$ cat config.mk
export PLATFORM = sky130hd
export DESIGN_NAME = regfile_mp_sb_flat
export DESIGN_NICKNAME = d
export VERILOG_FILES = /design/src/rtl/regfile_mp_sb_if.sv /design/src/rtl/regfile_mp_sb.sv /design/src/flat_wrapper.sv
export SDC_FILE = /design/constraint.sdc
export NUM_CORES = 1
export LEC_CHECK = 0
export BUFFER_PORTS_ARGS = -buffer_cell sky130_fd_sc_hd__buf_4
export CAP_MARGIN = 20
export CORE_MARGIN = 1.5
export CORE_UTILIZATION = 30
export CTS_CLUSTER_SIZE = 30
export DETAILED_ROUTE_END_ITERATION = 8
export SLEW_MARGIN = 20
export SYNTH_ARGS = -nofsm -noshare
export SYNTH_HDL_FRONTEND = slang
export SYNTH_SLANG_ARGS = --single-unit
$ cat constraint.sdc
create_clock -name clk -period 2.15 [get_ports clk]
set_input_delay 0.3225 -clock clk [delete_from_list [all_inputs] [get_ports clk]]
set_output_delay 0.3225 -clock clk [all_outputs]
set_load 0.03 [all_outputs]
$ cat src/rtl/regfile_mp_sb_if.sv
// Register-file access bus: read ports, write ports, scoreboard control
// and the debug read port. The core side is the master, the register file
// is the slave.
interface regfile_mp_sb_if #(
   parameter int DATA_W   = 16,
   parameter int NUM_REGS = 8,
   parameter int NUM_RD   = 3,
   parameter int NUM_WR   = 2
);
   localparam int AW = $clog2(NUM_REGS);

   logic [NUM_RD*AW-1:0]     rd_addr;
   logic [NUM_RD*DATA_W-1:0] rd_data;
   logic [NUM_RD-1:0]        rd_pend;
   logic [NUM_WR-1:0]        wr_en;
   logic [NUM_WR*AW-1:0]     wr_addr;
   logic [NUM_WR*DATA_W-1:0] wr_data;
   logic                     sb_set;
   logic [AW-1:0]            sb_addr;
   logic                     flush;
   logic                     pend_any;
   logic [AW-1:0]            dbg_addr;
   logic [DATA_W-1:0]        dbg_data;

   modport master (
      output rd_addr, wr_en, wr_addr, wr_data, sb_set, sb_addr, flush, dbg_addr,
      input  rd_data, rd_pend, pend_any, dbg_data
   );

   modport slave (
      input  rd_addr, wr_en, wr_addr, wr_data, sb_set, sb_addr, flush, dbg_addr,
      output rd_data, rd_pend, pend_any, dbg_data
   );
endinterface

$ cat src/rtl/regfile_mp_sb.sv
// Multi-port register file with hardwired-zero r0, optional write-to-read
// bypass and a per-register pending scoreboard used by decode to stall on
// outstanding producers.
module regfile_mp_sb #(
   parameter int DATA_W   = 16,
   parameter int NUM_REGS = 8,
   parameter int NUM_RD   = 3,
   parameter int NUM_WR   = 2,
   parameter int BYPASS   = 1
) (
   input logic            clk,
   input logic            rst,
   regfile_mp_sb_if.slave bus
);
   localparam int AW = $clog2(NUM_REGS);

   logic [DATA_W-1:0]        regs_q [NUM_REGS];
   logic [DATA_W-1:0]        regs_d [NUM_REGS];
   logic [NUM_REGS-1:0]      pend_q;
   logic [NUM_REGS-1:0]      pend_d;
   logic [NUM_REGS-1:0]      wr_hit_s;
   logic [NUM_REGS-1:0]      sb_mask_s;
   logic [NUM_RD*DATA_W-1:0] rd_data_s;
   logic [NUM_RD-1:0]        rd_pend_s;

   // Write decode: ascending port order so the highest-index port wins; r0 never written.
   always_comb begin
      for (int r = 0; r < NUM_REGS; r++) begin
         regs_d[r]   = regs_q[r];
         wr_hit_s[r] = 1'b0;
         for (int w = 0; w < NUM_WR; w++) begin
            logic sel;
            sel = bus.wr_en[w] && (bus.wr_addr[w*AW +: AW] == AW'(r)) && (r != 0);
            regs_d[r]   = sel ? bus.wr_data[w*DATA_W +: DATA_W] : regs_d[r];
            wr_hit_s[r] = wr_hit_s[r] | sel;
         end
      end
   end

   // Scoreboard next state: writes clear, a new issue sets (set beats clear), flush beats all.
   always_comb begin
      sb_mask_s              = '0;
      sb_mask_s[bus.sb_addr] = bus.sb_set;
      sb_mask_s[0]           = 1'b0;
      pend_d                 = bus.flush ? '0 : ((pend_q & ~wr_hit_s) | sb_mask_s);
      pend_d[0]              = 1'b0;
   end

   // Read ports: array value, optionally replaced by the winning same-cycle write.
   always_comb begin
      rd_data_s = '0;
      rd_pend_s = '0;
      for (int i = 0; i < NUM_RD; i++) begin
         logic [AW-1:0]     a;
         logic [DATA_W-1:0] d;
         logic              byp;
         a   = bus.rd_addr[i*AW +: AW];
         d   = regs_q[a];
         byp = 1'b0;
         for (int w = 0; w < NUM_WR; w++) begin
            logic m;
            m   = (BYPASS != 0) && bus.wr_en[w] && (bus.wr_addr[w*AW +: AW] == a);
            d   = m ? bus.wr_data[w*DATA_W +: DATA_W] : d;
            byp = byp | m;
         end
         rd_data_s[i*DATA_W +: DATA_W] = (a == '0) ? '0 : d;
         rd_pend_s[i]                  = pend_q[a] & ~byp;
      end
   end

   // Register array and scoreboard state; synchronous reset overrides everything.
   always_ff @(posedge clk) begin
      if (rst) begin
         for (int r = 0; r < NUM_REGS; r++) begin
            regs_q[r] <= '0;
         end
         pend_q <= '0;
      end else begin
         for (int r = 0; r < NUM_REGS; r++) begin
            regs_q[r] <= regs_d[r];
         end
         pend_q <= pend_d;
      end
   end

   assign bus.rd_data  = rd_data_s;
   assign bus.rd_pend  = rd_pend_s;
   assign bus.pend_any = |pend_q;
   assign bus.dbg_data = regs_q[bus.dbg_addr];
endmodule

$ cat src/flat_wrapper.sv
// flat-port wrapper written by rule: the top's interface ports become plain ports
module regfile_mp_sb_flat 
#(
   parameter int DATA_W   = 16,
   parameter int NUM_REGS = 8,
   parameter int NUM_RD   = 3,
   parameter int NUM_WR   = 2,
   parameter int BYPASS   = 1
)
  (clk, rst, bus_rd_addr, bus_wr_en, bus_wr_addr, bus_wr_data, bus_sb_set, bus_sb_addr, bus_flush, bus_dbg_addr, bus_rd_data, bus_rd_pend, bus_pend_any, bus_dbg_data);
  regfile_mp_sb_if #(.DATA_W(DATA_W), .NUM_REGS(NUM_REGS), .NUM_RD(NUM_RD), .NUM_WR(NUM_WR)) bus_i ();
  input logic clk;
  input logic rst;
  input wire logic [$bits(bus_i.rd_addr)-1:0] bus_rd_addr;
  input wire logic [$bits(bus_i.wr_en)-1:0] bus_wr_en;
  input wire logic [$bits(bus_i.wr_addr)-1:0] bus_wr_addr;
  input wire logic [$bits(bus_i.wr_data)-1:0] bus_wr_data;
  input wire logic [$bits(bus_i.sb_set)-1:0] bus_sb_set;
  input wire logic [$bits(bus_i.sb_addr)-1:0] bus_sb_addr;
  input wire logic [$bits(bus_i.flush)-1:0] bus_flush;
  input wire logic [$bits(bus_i.dbg_addr)-1:0] bus_dbg_addr;
  output wire logic [$bits(bus_i.rd_data)-1:0] bus_rd_data;
  output wire logic [$bits(bus_i.rd_pend)-1:0] bus_rd_pend;
  output wire logic [$bits(bus_i.pend_any)-1:0] bus_pend_any;
  output wire logic [$bits(bus_i.dbg_data)-1:0] bus_dbg_data;
  assign bus_i.rd_addr = bus_rd_addr;
  assign bus_i.wr_en = bus_wr_en;
  assign bus_i.wr_addr = bus_wr_addr;
  assign bus_i.wr_data = bus_wr_data;
  assign bus_i.sb_set = bus_sb_set;
  assign bus_i.sb_addr = bus_sb_addr;
  assign bus_i.flush = bus_flush;
  assign bus_i.dbg_addr = bus_dbg_addr;
  assign bus_rd_data = bus_i.rd_data;
  assign bus_rd_pend = bus_i.rd_pend;
  assign bus_pend_any = bus_i.pend_any;
  assign bus_dbg_data = bus_i.dbg_data;
  regfile_mp_sb #(.DATA_W(DATA_W), .NUM_REGS(NUM_REGS), .NUM_RD(NUM_RD), .NUM_WR(NUM_WR), .BYPASS(BYPASS)) u_core (.clk(clk), .rst(rst), .bus(bus_i));
endmodule
==> results by group <==
STA
  • Slew Limit Fails: 0
  • RSZ-0062 raised after global routing: true
  • Setup violators final: 42
  • Peak Freq: 0.4101 GHz
  • Final clock period utilization by the worst path: 113.4%
  • Final hold vios: 0
  • Final worst slack: -288.4 ps
  • Setup TNS: -5668 ps
  • Post-Route Skew: 0 ps
  • Slew HR: 65.45%
  • Minimum clock period: 2438 ps
  • Worst slew pin tran: 518.3 ps

Power
  • Final Power: 9.521 mW
  • P_leak: 5.765 nW
  • Worst vdd ir: 0.0005097 V
  • PD cells: 633.8 nW/um2

CTS
  • Clk pin slew, worst setup/hold paths: 70 ps
  • Clock sink total: 119
  • TritonCTS clock tree: done
  • Root buffer cell: clkbuf_16
  • Total CTS buffers: 17
  • Maximum buffer depth of the clock tree: 2
  • Clk_lat worst skew: 430 ps
  • Hold-fix buffers, CTS: 0
  • CTS H-tree lvls: 4

Yosys
  • Register area share after synthesis: 33.12%
  • Post-Synthesis Cells: 1225
  • Syn nets: 1284
  • Synth area leaders: edfxtp_1 (32%), mux2_2 (11%), nand2_1 (9.9%)
  • Synth cell count leaders: nand2_1 (280), a21oi_1 (119), edfxtp_1 (112)
  • Most frequent cell after synthesis: nand2_1
  • Post-synthesis cell type count: 48
  • #FFs+latches synth: 119
  • Synth area leader: edfxtp_1
  • Yosys top cell area share: 31.80%
  • Post-Synthesis Cell Area: 10580 um2
  • Mean Syn Cell Area: 8.635 um2
  • Most used DFF post-synth: edfxtp_1
  • Yosys warns: 0
  • FFs w/ async S/R, synth: 0%
  • EDFF count, synth: 112

Floorplan
  • Initial Utilization: 30.55%
  • Row cnt: 68
  • Number of top-level pins: 127
  • CORE AREA: 34630 um2
  • Chip height: 190.8 um
  • DIE WIDTH: 190.8 um
  • DIE AREA: 36400 um2

Placement
  • Post-detail-place hpwl: 33120 um
  • Pre-CTS setup slack: -299.8 ps
  • Number of I/O port buffers: 126
  • Gpl congestion: 0.9200
  • Placed inst area: 12970 um2

Setup path
  • Critical Path RT: 1830 ps
  • Worst r2r src: u_core.pend_q[4]
  • CP endpoint kind: primary output
  • Crit path max fanout: 3
  • Buf/Inv on CP: 1
  • Setup CP Type: reg -> out
  • CP max stage cell: edfxtp_1
  • Worst EP arrival: 2120 ps
  • Nature of the critical path startpoint: register
  • R2r endpoint: u_core.pend_q[4]
  • Worst reg-to-reg path cell count: 3
  • CP cell instances: mux2_4, a221oi_4, nor4_2, a221o_2, buf_6
  • Crit path depth: 5
  • Delay-heaviest family, CP: compound AO/OA/AOI/OAI gates
  • Crit-path max cell delay: 480 ps
  • Reg2reg setup slack: 1380 ps

Global routing
  • Initial antenna violation count: 0
  • Largest net degree at the start of global routing: 33
  • GRT Total Usage: 25.57%
  • First-pass GRT wire length: 69240 um
  • Vias in the first global route: 10.57k
  • GRT overflow: 0

Detailed routing
  • Final WL: 47510 um
  • Via density per instance: 6.107
  • Drt initial violations: 1264
  • Vias: 11.10k
  • Drc violations: 0
  • Antenna Nets Post-Route: 0
  • Routed wire length per instance: 26.15 um
  • First drt pass iteration count: 7

Min path
  • Hold Path Cell Cnt: 3
  • Sink of the worst hold path: u_core.pend_q[7]
  • Hold path startpoint: bus_sb_addr[2]
  • Hold crit path type: in -> reg

Cells and area
  • Share of cells above drive strength 1: 43.32%
  • Final core occ: 43.38%
  • Area grow syn2layout: 42.00%
  • Filler instances: 3178
  • Nets: 1408
  • # diodes: 0
  • Finished Cell Area: 15020 um2

Run status
  • Status: finished, violations left
  • Failing checks: setup timing

Flow run
  • Max cap viols: 0
## worst min-delay path: stages
cell and delay, ps:
buf_4 130, nand4_1 60, a21oi_1 50
## report_power, final
| group | internal [mW] | switching (mW) |
|---|---|---|
| Sequential | 2.76 | 0.259 |
| Clock | 1.73 | 1.24 |
| Combinational | 1.59 | 1.95 |
| Total | 6.07 | 3.45 |
## metrics by stage
stage | hold slack, ps | std cells
floorplan | 472.7 | 1225
global placement | 570.3 | 1762
detailed placement | 575.0 | 1762
CTS | 168.4 | 1809
global route | 185.6 | 1817
finish | 169.8 | 1817
## placed cells by master (no fill, tap or decap), drive strengths merged, types with 4 or more instances in the layout
| cell | synthesis | layout |
|---|---|---|
| nor2 | 9 | 9 |
| a31oi | 33 | 33 |
| nand2 | 280 | 280 |
| nand4 | 6 | 6 |
| nor4 | 15 | 15 |
| a221oi | 18 | 18 |
| mux4 | 22 | 22 |
| and4 | 4 | 4 |
| a32oi | 4 | 4 |
| inv | 2 | 6 |
| mux2 | 104 | 104 |
| xnor2 | 15 | 15 |
| and3 | 3 | 4 |
| nand3 | 31 | 31 |
| or2 | 6 | 6 |
| o211ai | 4 | 4 |
| or3 | 7 | 7 |
| mux2i | 53 | 53 |
| clkinv | 0 | 8 |
| o21ai | 51 | 51 |
| a21oi | 119 | 119 |
| nor2b | 15 | 15 |
| o22ai | 18 | 18 |
| clkbuf | 111 | 18 |
| a22oi | 49 | 49 |
| dfxtp | 7 | 7 |
| nand2b | 9 | 9 |
| a221o | 41 | 41 |
| edfxtp | 112 | 112 |
| buf | 49 | 263 |
## flip-flops by register name, summed over array words and instances (netlist names)
name	count
u_core.regs_q	112
u_core.pend_q	7
## per-layer routing
layer | vias to the layer above | global-route usage, % | routed length, um
met5 | - | 0 | 0
met4 | 0 | 13.11 | 2611
met3 | 148 | 4.141 | 4342
met2 | 694 | 39.95 | 21650
met1 | 5415 | 33.94 | 18910
li1 | 4840 | - | -
## kinds of logic (layout without fill, tap and decap cells)
| kind of cell | Yosys count | in the layout | share of synthesized area, % |
|---|---|---|---|
| simple gates | 402 | 403 | 17.07 |
| flops | 119 | 119 | 33.12 |
| mux | 179 | 179 | 20.77 |
| xor+xnor | 18 | 18 | 1.491 |
| compound gates | 345 | 345 | 21.28 |
| buf+inv | 162 | 298 | 6.269 |
## cell type report
class	instances	area, um2	share of cell area (%)
Multi-Input combinational cell	945	7749	51.59
Inverter	2	7.507	0.04998
Sequential cell	119	3508	23.36
Timing Repair Buffer	264	2592	17.26
Clock buffer	17	425.4	2.832
Tap cell	455	569.3	3.790
Clock inverter	15	168.9	1.125
## worst max path at each step
stage / start / to / slack (ps)
after floorplan: bus_rd_addr[5] / bus_rd_data[20] / -200
after global placement: bus_rd_addr[4] / bus_rd_data[20] / -280
after detailed placement: bus_wr_addr[5] / bus_rd_data[21] / -300
after CTS: u_core.regs_q[1][7] / bus_rd_data[23] / -230
after global routing: u_core.regs_q[1][1] / bus_rd_data[17] / -320
final: u_core.regs_q[1][1] / bus_rd_data[17] / -290
## timing repair
action / in CTS / in global routing
setup endpoints to repair: 53 / 65
pin swaps: 25 / 37
buffers inserted: 15 / 10
gates cloned: 1 / 2
resized for setup: 161 / 101
Note: power is estimated with default switching activity, not from simulation.
